## config.mk

```make
export PLATFORM = sky130hd
export DESIGN_NAME = bcd_display_mux
export DESIGN_NICKNAME = d
export VERILOG_FILES = /design/src/rtl/bcd_display_mux.sv
export SDC_FILE = /design/constraint.sdc
export NUM_CORES = 1
export LEC_CHECK = 0
export ABC_CLOCK_PERIOD_IN_PS = 2400
export CAP_MARGIN = 20
export CELL_PAD_IN_SITES_DETAIL_PLACEMENT = 0
export CELL_PAD_IN_SITES_GLOBAL_PLACEMENT = 1
export CORE_MARGIN = 4
export CORE_UTILIZATION = 39
export DETAILED_ROUTE_END_ITERATION = 8
export GPL_TIMING_DRIVEN = 0
export PLACE_DENSITY = 0.78
export SETUP_SLACK_MARGIN = 0.1
export SYNTH_ARGS = -nofsm -noshare
export SYNTH_HDL_FRONTEND = slang
export SYNTH_SLANG_ARGS = --single-unit
export TNS_END_PERCENT = 30
```

## constraint.sdc

```tcl
create_clock -name sys_clk -period 2.4 [get_ports sys_clk]
set_input_delay 0.48 -clock sys_clk [delete_from_list [all_inputs] [get_ports sys_clk]]
set_output_delay 0.48 -clock sys_clk [all_outputs]
set_load 0.01 [all_outputs]
```

## src/rtl/bcd_display_mux.sv

```systemverilog
// rtl/bcd_display_mux.sv - captures a 4-digit BCD result and scans it onto a
// multiplexed common-anode 7-segment display with guard and leading-zero blanking.
module bcd_display_mux #(
  parameter int REFRESH_DIV = 25000,
  parameter bit LZ_BLANK    = 1'b1
) (
  input  logic        sys_clk,
  input  logic        reset,
  input  logic [15:0] BCD_in,
  input  logic        busy,
  input  logic [3:0]  dp_in,
  input  logic        blank,
  output logic [6:0]  seg,
  output logic        dp,
  output logic [3:0]  an
);

  logic [15:0] presc_q, presc_d;
  logic [1:0]  idx_q, idx_d;
  logic [15:0] shadow_q, shadow_d;
  logic        busy_d_q;
  logic [6:0]  seg_q, seg_d;
  logic        dp_q, dp_d;
  logic [3:0]  an_q, an_d;

  logic        tick;
  logic [3:0]  digit;
  logic        lz_hide;
  logic [6:0]  seg_dec;

  assign tick = (presc_q == 16'(REFRESH_DIV - 1));

  always_comb begin
    digit = 4'h0;
    case (idx_q)
      2'd0: digit = shadow_q[3:0];
      2'd1: digit = shadow_q[7:4];
      2'd2: digit = shadow_q[11:8];
      2'd3: digit = shadow_q[15:12];
      default: digit = 4'h0;
    endcase
  end

  // A digit is hidden only while it and every more significant digit are zero.
  always_comb begin
    lz_hide = 1'b0;
    case (idx_q)
      2'd1: lz_hide = (shadow_q[15:4] == 12'h000);
      2'd2: lz_hide = (shadow_q[15:8] == 8'h00);
      2'd3: lz_hide = (shadow_q[15:12] == 4'h0);
      default: lz_hide = 1'b0;
    endcase
    lz_hide = lz_hide & LZ_BLANK;
  end

  always_comb begin
    seg_dec = 7'h3F;
    case (digit)
      4'd0: seg_dec = 7'h40;
      4'd1: seg_dec = 7'h79;
      4'd2: seg_dec = 7'h24;
      4'd3: seg_dec = 7'h30;
      4'd4: seg_dec = 7'h19;
      4'd5: seg_dec = 7'h12;
      4'd6: seg_dec = 7'h02;
      4'd7: seg_dec = 7'h78;
      4'd8: seg_dec = 7'h00;
      4'd9: seg_dec = 7'h10;
      default: seg_dec = 7'h3F;
    endcase
  end

  always_comb begin
    presc_d  = tick ? 16'h0000 : presc_q + 16'h0001;
    idx_d    = tick ? idx_q + 2'd1 : idx_q;
    shadow_d = (busy_d_q && !busy) ? BCD_in : shadow_q;
    seg_d    = seg_q;
    dp_d     = dp_q;
    an_d     = 4'hF;
    // The slot-change cycle keeps all anodes dark so the old digit never ghosts.
    if (!tick) begin
      seg_d = seg_dec;
      dp_d  = ~dp_in[idx_q];
      an_d  = (blank || lz_hide) ? 4'hF : ~(4'b0001 << idx_q);
    end
  end

  always_ff @(posedge sys_clk) begin
    if (reset) begin
      presc_q  <= 16'h0000;
      idx_q    <= 2'd0;
      shadow_q <= 16'h0000;
      busy_d_q <= 1'b0;
      seg_q    <= 7'h7F;
      dp_q     <= 1'b1;
      an_q     <= 4'hF;
    end else begin
      presc_q  <= presc_d;
      idx_q    <= idx_d;
      shadow_q <= shadow_d;
      busy_d_q <= busy;
      seg_q    <= seg_d;
      dp_q     <= dp_d;
      an_q     <= an_d;
    end
  end

  assign seg = seg_q;
  assign dp  = dp_q;
  assign an  = an_q;

endmodule
```

# Word level (Yosys, flattened, before mapping)

Memory sizes are Yosys's and may differ from the RTL's. A register that Yosys moved wholly into a read port is not among the register bits.
Index checks and enable logic that the tools add are counted.

Input port bits: 24
Memories: 1
Bits in read-only memories: 112
Flip-flop bits (word level): 40

Memories:

| name            | words | width | read ports | clocked after memory_dff | wr ports | line | source |
|---|---|---|---|---|---|---|---|
| (no name shown) | 16    | 7     | 1          | 1                        | 0        | 58   | `case (digit)` |

Reductions and logical operators: 10
Equality and inequality tests: 4
Order comparisons: 1
Bitwise logic cells: 2
Multiplexer cells: 4
Shifts and indexed selects: 1
Add/subtract/negate cells: 2

Operator list:

| cell                  | number |
|---|---|
| $add 16x1->16 const B | 1 |
| $eq 16x15->1 const B  | 1 |
| $pmux 4 s4            | 1 |
| $logic_not 12->1      | 1 |
| $logic_not 8->1       | 1 |
| $eq 2x2->1 const B    | 2 |
| $logic_not 4->1       | 1 |
| $not 4->4             | 1 |
| $shl 1x2->4 const A   | 1 |
| $lt 2x3->1 const B    | 1 |
| $pmux 1 s3            | 1 |
| $reduce_or 3->1       | 1 |
| $add 2x1->2 const B   | 1 |
| $bmux 1 s2            | 1 |
| $eq 2x1->1 const B    | 1 |
| $logic_not 1->1       | 2 |
| $logic_not 2->1       | 1 |
| $reduce_or 2->1       | 1 |
| $logic_and 1x1->1     | 1 |
| $logic_or 1x1->1      | 1 |
| $mux 1                | 1 |
| $not 1->1             | 1 |

# Depth between registers and ports, before layout

Depth after elaboration: 4
Gate-level depth with buffers: 9
Depth with buffers taken out: 8

# Worst setup path before layout

Ideal clock, no wire load.

Path kind: reg-to-reg
Start point: register idx_q[0]
End point: register seg_q[4] (netlist: seg[4])
Arrival: 1862 ps
Clock period less this slack: 1983 ps
Stages on the path, launching flop included: 9
Required time: 2278 ps
Setup slack: 417 ps
Path through: dfxtp_1 -> inv_1 -> ha_1 -> clkbuf_1 -> a22o_1 -> inv_1 -> ha_1 -> a31oi_1 -> a221o_1

Word-level cells in the longest chain between the ends: 2
Elaborated cells between the ends (all ways): 5
Classes of those cells: eq/ne (3); mux (1); reduce/logical (1)

RTL lines:

| item                               | line | source |
|---|---|---|
| from (decl)                        | 19   | `logic [1:0] idx_q, idx_d;` |
| from (signal assigned)             | 99   | `idx_q <= idx_d;` |
| $eq 2x2->1 (tied with other cells) | 35   | `case (idx_q)` |
| $pmux 4 s4 *                       | 35   |  |
| to (decl)                          | 22   | `logic [6:0] seg_q, seg_d;` |

Mark *: on every way between the ends. The rest lies on a longest branch, timed or not.
A chain may end at the register's enable or synchronous reset.

# Worst setup path after layout

Start point: register idx_q[1]
End point: register seg_q[4] (netlist: seg[4])

Same word-level chain as after synthesis.

==> out/qor.yml <==
synthesis:
  yosysSeqAreaShare_pct: 44.3
  synth_edf_count: 0
  syn_nets: 283
  synth_flop_cell: "dfxtp_1"
  syn_inst: 250
  netlist_top_cells_area: "dfxtp_1 44%, nand2_1 7.4%, ha_1 5.3%"
  synth_area_per_cell_sq_um: 8.50
  yosysTopAreaCell: "dfxtp_1"
  synth_cell_types: 36
  synth_top_area_share_pct: 44.3
  async_flop_share_pct: 0
  syn_area_sq_um: 2120
  yosysWarnings: 0
  synth_seq_cells: 47
grt:
  grt_antenna_before_repair: 0
  overflow: 0
  grt_pass1_wl_microns: 7670
  grt_max_degree: 15
  grt_use_total_pct: 14.8
  first_global_vias: 1649
layout:
  fin_util_pct: 52.5
  num_antenna_cells: 0
  final_cell_mix: "46 x dfxtp_1, 42 x nand2_1, 34 x clkdlybuf4s50_1"
  nets: 330
  num-fill-cells: 524
  layout-drive-gt1-share_pct: 9.06
  synthToLayoutAreaGrowth_pct: 28.5
  mostFrequentLayoutCell: "dfxtp_1"
worst_hold_path:
  hold_class: "flip-flop to flip-flop"
detailed_routing:
  dr.pass1.iters: 4
  ant_nets: 0
  vias_per_cell: 4.98
  drt-total-wl_microns: 4550
  route.detailed.drc: 0
  drt_iter0_drc: 67
  wl_per_cell_microns: 12.4
  routed-via-count: 1832
setup_path:
  worstPathMaxFanout: 6
  cp.arrival_ns: 2.39
  critPathSlowestCell: "a222oi_1"
  critPathCaptureType: "flip-flop"
  path_delay_family: "compound AO/OA/AOI/OAI gates"
  cp.buffers_inverters: 1
  start_kind: "flip-flop"
  crit_top_cell: "ha_1"
  required_ns: 2.59
  crit_chain: "inv_1 -> ha_1 -> a222oi_1 -> mux2_4 -> ha_1 -> a31oi_1 -> a221o_1"
  critical_path_class: "flip-flop to flip-flop"
  cpPeakStageDelay_ns: 0.42
clocking:
  cts_tree: "built"
  cts_sinks: 47
  cts_max_level: 2
  cts_buffers: 5
  cts_max_path_buffers: 2
  cts_hold_buf: 0
  worstSkewPairLatency_ns: 0.30
  cts_root_buf: "clkbuf_8"
  clk_pin_slew_ns: 0.09
job:
  cap_violations: 0
timing:
  period_needed_ns: 2.20
  skew_ns: 0.0158
  final.setup.tns_ns: 0
  max_freq_mhz: 454
  finalCritPeriodShare_pct: 91.8
  drv_slew: 0
  rsz0062_at_grt: "no"
  worstMarginPinSlew_ns: 0.605
  maxSlewHeadroom_pct: 59.4
  hold_viol_final: 0
  setup_viol: 0
die:
  die_h_microns: 81.8
  pin_count: 36
  rows: 26
  die_x_microns: 81.8
  coreArea_sq_um: 5200
  die-area_sq_um: 6690
  start_util_pct: 40.8
placement:
  placement.io_buffers: 34
  place_hpwl_microns: 3390
  gp_congestion: 0.802
power:
  ir_drop_v: 0.000371
  p_leak_nw: 1.03
  powerDensity_nw_per_um2: 572
status:
  outcome: "complete, no violations"
## cell type report
type                            instances  area [sq um]  share of cell area, %
Sequential cell                        47           942                   34.5
Clock inverter                          2          35.0                   1.28
Buffer                                 10          50.0                   1.83
Timing Repair Buffer                   40           385                   14.1
Multi-Input combinational cell        182          1110                   40.5
Tap cell                               70          87.6                   3.21
Inverter                               11          41.3                   1.51
Clock buffer                            6          82.6                   3.02
## worst paths after layout
path                                       startpoint               endpoint  slack, ns  cells past startpoint
worst max-delay path            idx_q[1]$_SDFFE_PP0P_    seg[4]$_SDFFE_PP1N_       0.20                      7
worst min register to register  presc_q[0]$_SDFF_PP0_  presc_q[0]$_SDFF_PP0_       0.45                      1
worst max register to register  idx_q[1]$_SDFFE_PP0P_    seg[4]$_SDFFE_PP1N_       0.20                      7
worst min-delay path            presc_q[0]$_SDFF_PP0_  presc_q[0]$_SDFF_PP0_       0.45                      1
## power breakdown
group | internal (mW) | leakage (nW) | switching (mW) | total [mW]
Combinational | 0.0814 | 0.586 | 0.0596 | 0.141
Clock | 0.337 | 0.0612 | 0.264 | 0.601
Sequential | 0.804 | 0.384 | 0.0155 | 0.820
## metal layers
metal | track usage (%) | routed length, microns | vias up
li1 | - | - | 949
met1 | 21.1 | 2320 | 833
met2 | 22.4 | 1990 | 48
met3 | 3.29 | 233 | 2
met4 | 3.99 | 8 | 0
met5 | 0 | 0 | -
## metrics by stage
step	worst slack [ns]	std cells	hold WS, ns	area (sq um)	total power [mW]
after floorplan	0.417	250	0.418	2120	0.903
after global placement	0.133	354	0.426	2550	0.977
after detailed placement	0.127	354	0.438	2550	0.978
after CTS	0.116	362	0.455	2670	1.58
after global routing	0.0825	368	0.472	2730	1.62
final	0.197	368	0.447	2730	1.56
## logic make-up after synthesis
| family | Yosys count | synth area share (%) |
|---|---|---|
| multiplexers | 6 | 3.59 |
| adder cells (fa/ha/maj) | 9 | 5.30 |
| AO/OA/AOI/OAI | 39 | 11.2 |
| flip-flops | 47 | 44.3 |
| AND/OR/NAND/NOR | 113 | 25.1 |
| buffers and inverters | 21 | 4.24 |
| XOR/XNOR | 15 | 6.18 |
## Yosys cell counts (2+ instances only)
cell type  count
a21oi_1       22
a221o_1        2
a222oi_1       3
clkbuf_1       8
dfxtp_1       47
ha_1           9
inv_1         11
mux2_2         3
mux2i_1        2
nand2_1       42
nand2b_1       2
nand3_1       16
nand4_1        5
nor2_1        30
nor2b_1        3
nor3_1         2
o211ai_1       3
o21ai_0        5
or4_1          5
xnor2_1        6
xor2_1         9
## worst register-to-register path: cells and delay by family (launching register included)
family / cells / cell delay (ns)
fa+ha+maj: 2 / 0.46
mux: 1 / 0.28
compound gates: 3 / 0.83
flops: 1 / 0.41
buf+inv: 1 / 0.12
## sequential cells by signal, indices dropped and copies added, names as in the netlist
name / count
an: 4
dp: 1
shadow_q: 16
presc_q: 16
seg: 7
idx_q: 2
busy_d_q: 1
## timing repair
item,4_1_cts,5_1_grt
setup buffers,0,6
resized for setup,0,7
setup endpoints to repair,0,21
Power figures use the tool's default switching activity.
